[config.mk]
export PLATFORM = sky130hd
export DESIGN_NAME = pixel_config_scheduler
export DESIGN_NICKNAME = d
export VERILOG_FILES = /design/src/rtl/pixel_config_scheduler.sv
export SDC_FILE = /design/constraint.sdc
export NUM_CORES = 1
export LEC_CHECK = 0
export BUFFER_PORTS_ARGS = -buffer_cell sky130_fd_sc_hd__buf_2
export CORE_MARGIN = 2
export CORE_UTILIZATION = 55
export DETAILED_ROUTE_END_ITERATION = 10
export PLACE_DENSITY = 0.8
export SKIP_CTS_REPAIR_TIMING = 1
export SLEW_MARGIN = 15
export SYNTH_ARGS = -nofsm -noshare
export SYNTH_HDL_FRONTEND = slang
export SYNTH_SLANG_ARGS = --single-unit
[constraint.sdc]
create_clock -name CLK_IN -period 4 [get_ports CLK_IN]
set_clock_uncertainty 0.1 [all_clocks]
set_input_delay 0.4 -clock CLK_IN [delete_from_list [all_inputs] [get_ports CLK_IN]]
set_output_delay 0.4 -clock CLK_IN [all_outputs]
set_load 0.02 [all_outputs]
[src/rtl/pixel_config_scheduler.sv]
// pixel_config_scheduler
// Runs one pixel-configuration pass. It walks a config-RAM address range,
// pushes each word into the pixel-config FIFO and kicks the serial shifter.
// It then waits for the FIFO to drain and reports DONE.
// Optional feature macro: PIXCFG_BROADCAST_EN. When defined, the BCAST and
// BCAST_DATA ports are added and a pass can write one fixed word N times
// without reading the RAM.
module pixel_config_scheduler #(
  parameter int DATA_WIDTH   = 15,
  parameter int ADDR_WIDTH   = 12,
  parameter int DRAIN_CYCLES = 24,
  parameter int DCNT_WIDTH   = 5
) (
  input  logic                  CLK_IN,
  input  logic                  RESET,
  input  logic                  START,
  input  logic                  ABORT,
  input  logic [ADDR_WIDTH-1:0] FIRST_ADDR,
  input  logic [ADDR_WIDTH:0]   NUM_PIXELS,
  output logic [ADDR_WIDTH-1:0] RAM_ADDR,
  output logic                  RAM_RD_EN,
  input  logic [DATA_WIDTH-1:0] RAM_DATA,
  output logic [DATA_WIDTH-1:0] FIFO_DATA,
  output logic                  FIFO_WR_EN,
  input  logic                  FIFO_FULL,
  input  logic                  FIFO_EMPTY,
`ifdef PIXCFG_BROADCAST_EN
  input  logic                  BCAST,
  input  logic [DATA_WIDTH-1:0] BCAST_DATA,
`endif
  output logic                  SHIFT_START,
  output logic                  BUSY_O,
  output logic                  DONE,
  output logic                  ABORTED,
  output logic [ADDR_WIDTH:0]   PIX_COUNT
);

  // state   | meaning
  // IDLE    | waiting for START; pass parameters latched on START
  // FETCH   | RAM read strobe issued for the current address
  // CAPT    | RAM word captured into the hold register, address advanced
  // WRITE   | hold word written to the FIFO once it is not full
  // DRAIN   | waiting for FIFO empty, then DRAIN_CYCLES quiet cycles
  // FIN     | pass complete; DONE is pulsed as the FSM returns to IDLE
  typedef enum logic [2:0] {
    S_IDLE  = 3'd0,
    S_FETCH = 3'd1,
    S_CAPT  = 3'd2,
    S_WRITE = 3'd3,
    S_DRAIN = 3'd4,
    S_FIN   = 3'd5
  } state_t;

  localparam logic [DCNT_WIDTH-1:0] DCNT_LOAD = DCNT_WIDTH'(DRAIN_CYCLES - 1);
  localparam logic [DCNT_WIDTH-1:0] DCNT_ONE  = DCNT_WIDTH'(1);
  localparam logic [ADDR_WIDTH:0]   CNT_ONE   = (ADDR_WIDTH+1)'(1);
  localparam logic [ADDR_WIDTH-1:0] ADDR_ONE  = ADDR_WIDTH'(1);

  state_t                  state;
  state_t                  state_nxt;
  logic [ADDR_WIDTH-1:0]   addr;
  logic [ADDR_WIDTH:0]     remaining;
  logic [DATA_WIDTH-1:0]   hold;
  logic [DCNT_WIDTH-1:0]   dcnt;
  logic                    bcast_mode;
  logic                    bcast_req;
  logic                    start_pass;
  logic                    abort_pass;
  logic                    write_fire;
  logic                    capt_fire;

`ifdef PIXCFG_BROADCAST_EN
  assign bcast_req = BCAST;
`else
  assign bcast_req = 1'b0;
`endif

  // State register.
  always_ff @(posedge CLK_IN or posedge RESET) begin
    if (RESET) begin
      state <= S_IDLE;
    end else begin
      state <= state_nxt;
    end
  end

  // Next-state decode and the per-cycle events that drive the datapath.
  always_comb begin
    state_nxt  = state;
    start_pass = 1'b0;
    abort_pass = 1'b0;
    write_fire = 1'b0;
    capt_fire  = 1'b0;
    if (state != S_IDLE && ABORT) begin
      abort_pass = 1'b1;
      state_nxt  = S_IDLE;
    end else begin
      case (state)
        S_IDLE: begin
          if (START) begin
            start_pass = 1'b1;
            if (NUM_PIXELS == '0) begin
              state_nxt = S_FIN;
            end else if (bcast_req) begin
              state_nxt = S_WRITE;
            end else begin
              state_nxt = S_FETCH;
            end
          end
        end
        S_FETCH: state_nxt = S_CAPT;
        S_CAPT: begin
          capt_fire = 1'b1;
          state_nxt = S_WRITE;
        end
        S_WRITE: begin
          if (!FIFO_FULL) begin
            write_fire = 1'b1;
            if (remaining == CNT_ONE) begin
              state_nxt = S_DRAIN;
            end else if (bcast_mode) begin
              state_nxt = S_WRITE;
            end else begin
              state_nxt = S_FETCH;
            end
          end
        end
        S_DRAIN: begin
          if (FIFO_EMPTY && dcnt == '0) begin
            state_nxt = S_FIN;
          end
        end
        S_FIN:   state_nxt = S_IDLE;
        default: state_nxt = S_IDLE;
      endcase
    end
  end

  // Datapath and registered outputs. Strobes are decoded from the next state
  // or from this cycle's events, so every output is a flop.
  always_ff @(posedge CLK_IN or posedge RESET) begin
    if (RESET) begin
      addr        <= '0;
      remaining   <= '0;
      hold        <= '0;
      dcnt        <= DCNT_LOAD;
      bcast_mode  <= 1'b0;
      RAM_ADDR    <= '0;
      RAM_RD_EN   <= 1'b0;
      FIFO_DATA   <= '0;
      FIFO_WR_EN  <= 1'b0;
      SHIFT_START <= 1'b0;
      BUSY_O      <= 1'b0;
      DONE        <= 1'b0;
      ABORTED     <= 1'b0;
      PIX_COUNT   <= '0;
    end else begin
      RAM_RD_EN   <= (state_nxt == S_FETCH);
      FIFO_WR_EN  <= write_fire;
      // Kick the shifter after each write. Keep kicking during the drain
      // while words remain, in case it went idle on a transient empty.
      SHIFT_START <= FIFO_WR_EN | ((state == S_DRAIN) & ~FIFO_EMPTY & ~abort_pass);
      BUSY_O      <= (state_nxt != S_IDLE);
      DONE        <= (state == S_FIN) & ~abort_pass;
      ABORTED     <= abort_pass;

      if (state_nxt == S_FETCH) begin
        RAM_ADDR <= (state == S_IDLE) ? FIRST_ADDR : addr;
      end

      if (start_pass) begin
        addr       <= FIRST_ADDR;
        remaining  <= NUM_PIXELS;
        PIX_COUNT  <= '0;
        bcast_mode <= bcast_req;
`ifdef PIXCFG_BROADCAST_EN
        if (BCAST) begin
          hold <= BCAST_DATA;
        end
`endif
      end

      if (capt_fire) begin
        hold <= RAM_DATA;
        addr <= addr + ADDR_ONE;
      end

      if (write_fire) begin
        FIFO_DATA <= hold;
        PIX_COUNT <= PIX_COUNT + CNT_ONE;
        remaining <= remaining - CNT_ONE;
      end

      // Drain timer: a down-counter that reloads whenever the FIFO is not
      // empty, so FIN needs DRAIN_CYCLES consecutive empty cycles.
      if (state != S_DRAIN || !FIFO_EMPTY) begin
        dcnt <= DCNT_LOAD;
      end else if (dcnt != '0) begin
        dcnt <= dcnt - DCNT_ONE;
      end
    end
  end

endmodule

==> flow_summary.toml <==
[clock_network]
cts_buffers = 9
cts_buffer_depth = 2
cts.htree.levels = 3
clk_pin_slew_worst_paths_ns = 0.09
cts_tree = "built"
clkLatencyLatePin_ns = 0.35
clock_tree.root_cell = "clkbuf_8"
cts.sinks = 94

[placement]
post-dp-hpwl_um = 7180
placed_area_um2 = 5030
place_congestion = 0.931
pre_cts_ws_ns = 1.24
io_buffers = 91
place_inst = 642

[pwr]
total_power_uw = 3380
p_leak_uw = 0.00257
power_density_nw_per_um2 = 644
peakVddDrop_v = 0.000346

[sta]
tns_ns = 0
setup_viol = 0
period_minus_slack_ns = 2.76
worst_pin_slew_ns = 1.04
hold_violations = 33
whs_ns = -0.0171
rsz0062_at_grt = "no"
slew_violations = 0
slew-limit-headroom_pct = 30.5
clock.fmax_mhz = 363
fin_crit_sh_pct = 68.9
finalWorstSetupSlack_ns = 1.24

[global_routing]
grt_start_max_net_pins = 36
gr-total-overflow = 0
grtUsageMet1_pct = 32.3
grt.busiest_layer = "met2"
grt_util_met3_pct = 4.39
grtUsageMet2_pct = 39.0
antenna_found_initial = 0
grt_use_total_pct = 24.0
grt_pass1_wl_um = 16900
grt_pass1_vias = 3724

[critical_path]
crit_chain = "inv_1, ha_1, nor4b_4, a31oi_1, a2bb2oi_1, nor4_4, mux2_2"
cp_num_buf_inv = 1
setup.worst_path.start_class = "flop"
cpLargestDelayFamily = "simple AND/OR/NAND/NOR gates"
cp_data_required_time_ns = 4.14
end_kind = "flop"
path_class = "reg -> reg"
arrival_ns = 2.90
crit_cells = 7
r2r_cells = 7
cpPeakStageDelay_ns = 0.74
slowest_stage = "nor4_4"
path_max_fanout = 13

[route]
firstDrtPassIters = 6
avgViaCountPerCell = 5.71
vias = 3754
route.detailed.drc = 0
drt_iter0_drc = 228
ant_nets = 0
wl_per_cell_um = 15.3
wl_um = 10100

[yosys]
seq_area_frac_synth_pct = 52.4
yosysMostFrequentCell = "nand2_1"
async_flop_share_pct = 100
synth_cell_types = 53
synth_edf_count = 0
synth_top_area_share_pct = 50.1
synth_warnings = 0
postSynthAreaPerCell_um2 = 9.70
syn_nets = 516
syn_inst = 464
ys_ff_latch = 94
synth.area.top_cells = "dfrtp_1 (50%), nand2_1 (11%), mux2_2 (5.8%)"
syn_area_um2 = 4500
synth_top_area_cell = "dfrtp_1"
synth_common_cells = "nand2_1 (126), dfrtp_1 (90), o21ai_0 (25), mux2_2 (23), nor2_1 (23)"
ys.flop_type = "dfrtp_1"

[cells_and_area]
final_area_um2 = 5240
area_delta_synth_final_pct = 16.4
n_antenna_cell = 0
drive_above_1_share_pct = 27.2
finalNetCount = 603
final_cells = 658

[die]
fp.coreArea_um2 = 7810
rows = 32
io-pin-count = 92
initial_core_util_pct = 57.6
die_x_um = 94.4
die_height_um = 94.4
die_area_um2 = 8920

[outcome]
violations = "negative hold slack"
status = "finished with violations"

[worst_hold_path]
hp-class = "in -> async"

[run]
maxCapViolCount = 0
[worst reg2reg max path: stages (launching register included)]
cell and delay (ns):
dfstp_2 0.38, inv_1 0.11, ha_1 0.19, nor4b_4 0.36, a31oi_1 0.14, a2bb2oi_1 0.19
nor4_4 0.74, mux2_2 0.42
[cell type report]
type,instances,area (µm²)
Multi-Input combinational cell,337,2000
Inverter,12,46.3
Clock buffer,11,151
Tap cell,102,128
Clock inverter,5,56.3
Fill cell,649,2570
Sequential cell,94,2360
Timing Repair Buffer,97,500
[metrics by stage]
step	hold WS, ns	util [%]
floorplan	0.339	-
finish	-0.0171	67.1
global route	0.00713	67.1
detailed placement	0.357	64.4
global placement	0.348	64.4
CTS	-0.0151	67.1
[kinds of logic after synthesis]
logic type	Yosys count	synth area share, %
compound gates	77	11.2
xor+xnor	5	0.973
fa+ha+maj	6	1.67
buf+inv	33	3.61
flops	94	52.4
mux	27	6.65
simple gates	222	23.6
[path summary, 6_finish.rpt]
path | start | slack, ns | to
max | dcnt[0] | 1.24 | RAM_ADDR[9]
min | RESET | -0.02 | hold[6]
max reg2reg | dcnt[0] | 1.24 | RAM_ADDR[9]
min reg2reg | FIFO_DATA[5] | 0.38 | FIFO_DATA[5]
max in group asynchronous | RESET | 2.97 | PIX_COUNT[10]
min in group CLK_IN | RAM_DATA[8] | 0.13 | hold[8]
[state kept, by name, indices dropped and copies added (netlist names)]
| signal | count |
|---|---|
| ABORTED | 1 |
| BUSY_O | 1 |
| DONE | 1 |
| FIFO_DATA | 15 |
| FIFO_WR_EN | 1 |
| PIX_COUNT | 13 |
| RAM_ADDR | 12 |
| RAM_RD_EN | 1 |
| SHIFT_START | 1 |
| addr | 12 |
| dcnt | 5 |
| hold | 15 |
| remaining | 13 |
| state | 3 |
[per-layer routing]
| metal | wire, µm | vias up |
|---|---|---|
| met5 | 0 | - |
| met4 | 157 | 0 |
| met3 | 672 | 14 |
| met2 | 4950 | 142 |
| met1 | 4290 | 1795 |
| li1 | - | 1803 |
[where the power goes]
group | total (µW) | internal (µW) | switching, µW
logic | 1180 | 505 | 679
clock network | 650 | 323 | 327
registers | 1540 | 1280 | 265
[cell usage in the layout, fill, tap and decap left out, types with 3 or more instances in the layout]
master	synthesis	final
o311ai_0	3	3
o21ai_0	25	25
or3_1	4	4
mux2_2	23	23
o22ai_1	4	4
nor3_1	9	8
a211oi_1	6	6
clkinv_2	0	3
o211ai_1	8	8
inv_1	12	11
dfstp_2	4	4
nand2_1	126	126
xor2_1	3	3
buf_4	2	6
nand3_1	14	14
nand4_1	7	7
nor4_1	7	7
buf_2	3	91
ha_1	6	6
nor3b_1	3	3
nand3b_1	4	4
mux2i_1	4	4
or2_2	3	3
nor2_1	23	23
a21oi_1	13	13
clkbuf_8	2	11
and3_1	4	4
dfrtp_1	90	90
and4_1	3	3
Note: power is estimated with default switching activity, not from simulation.
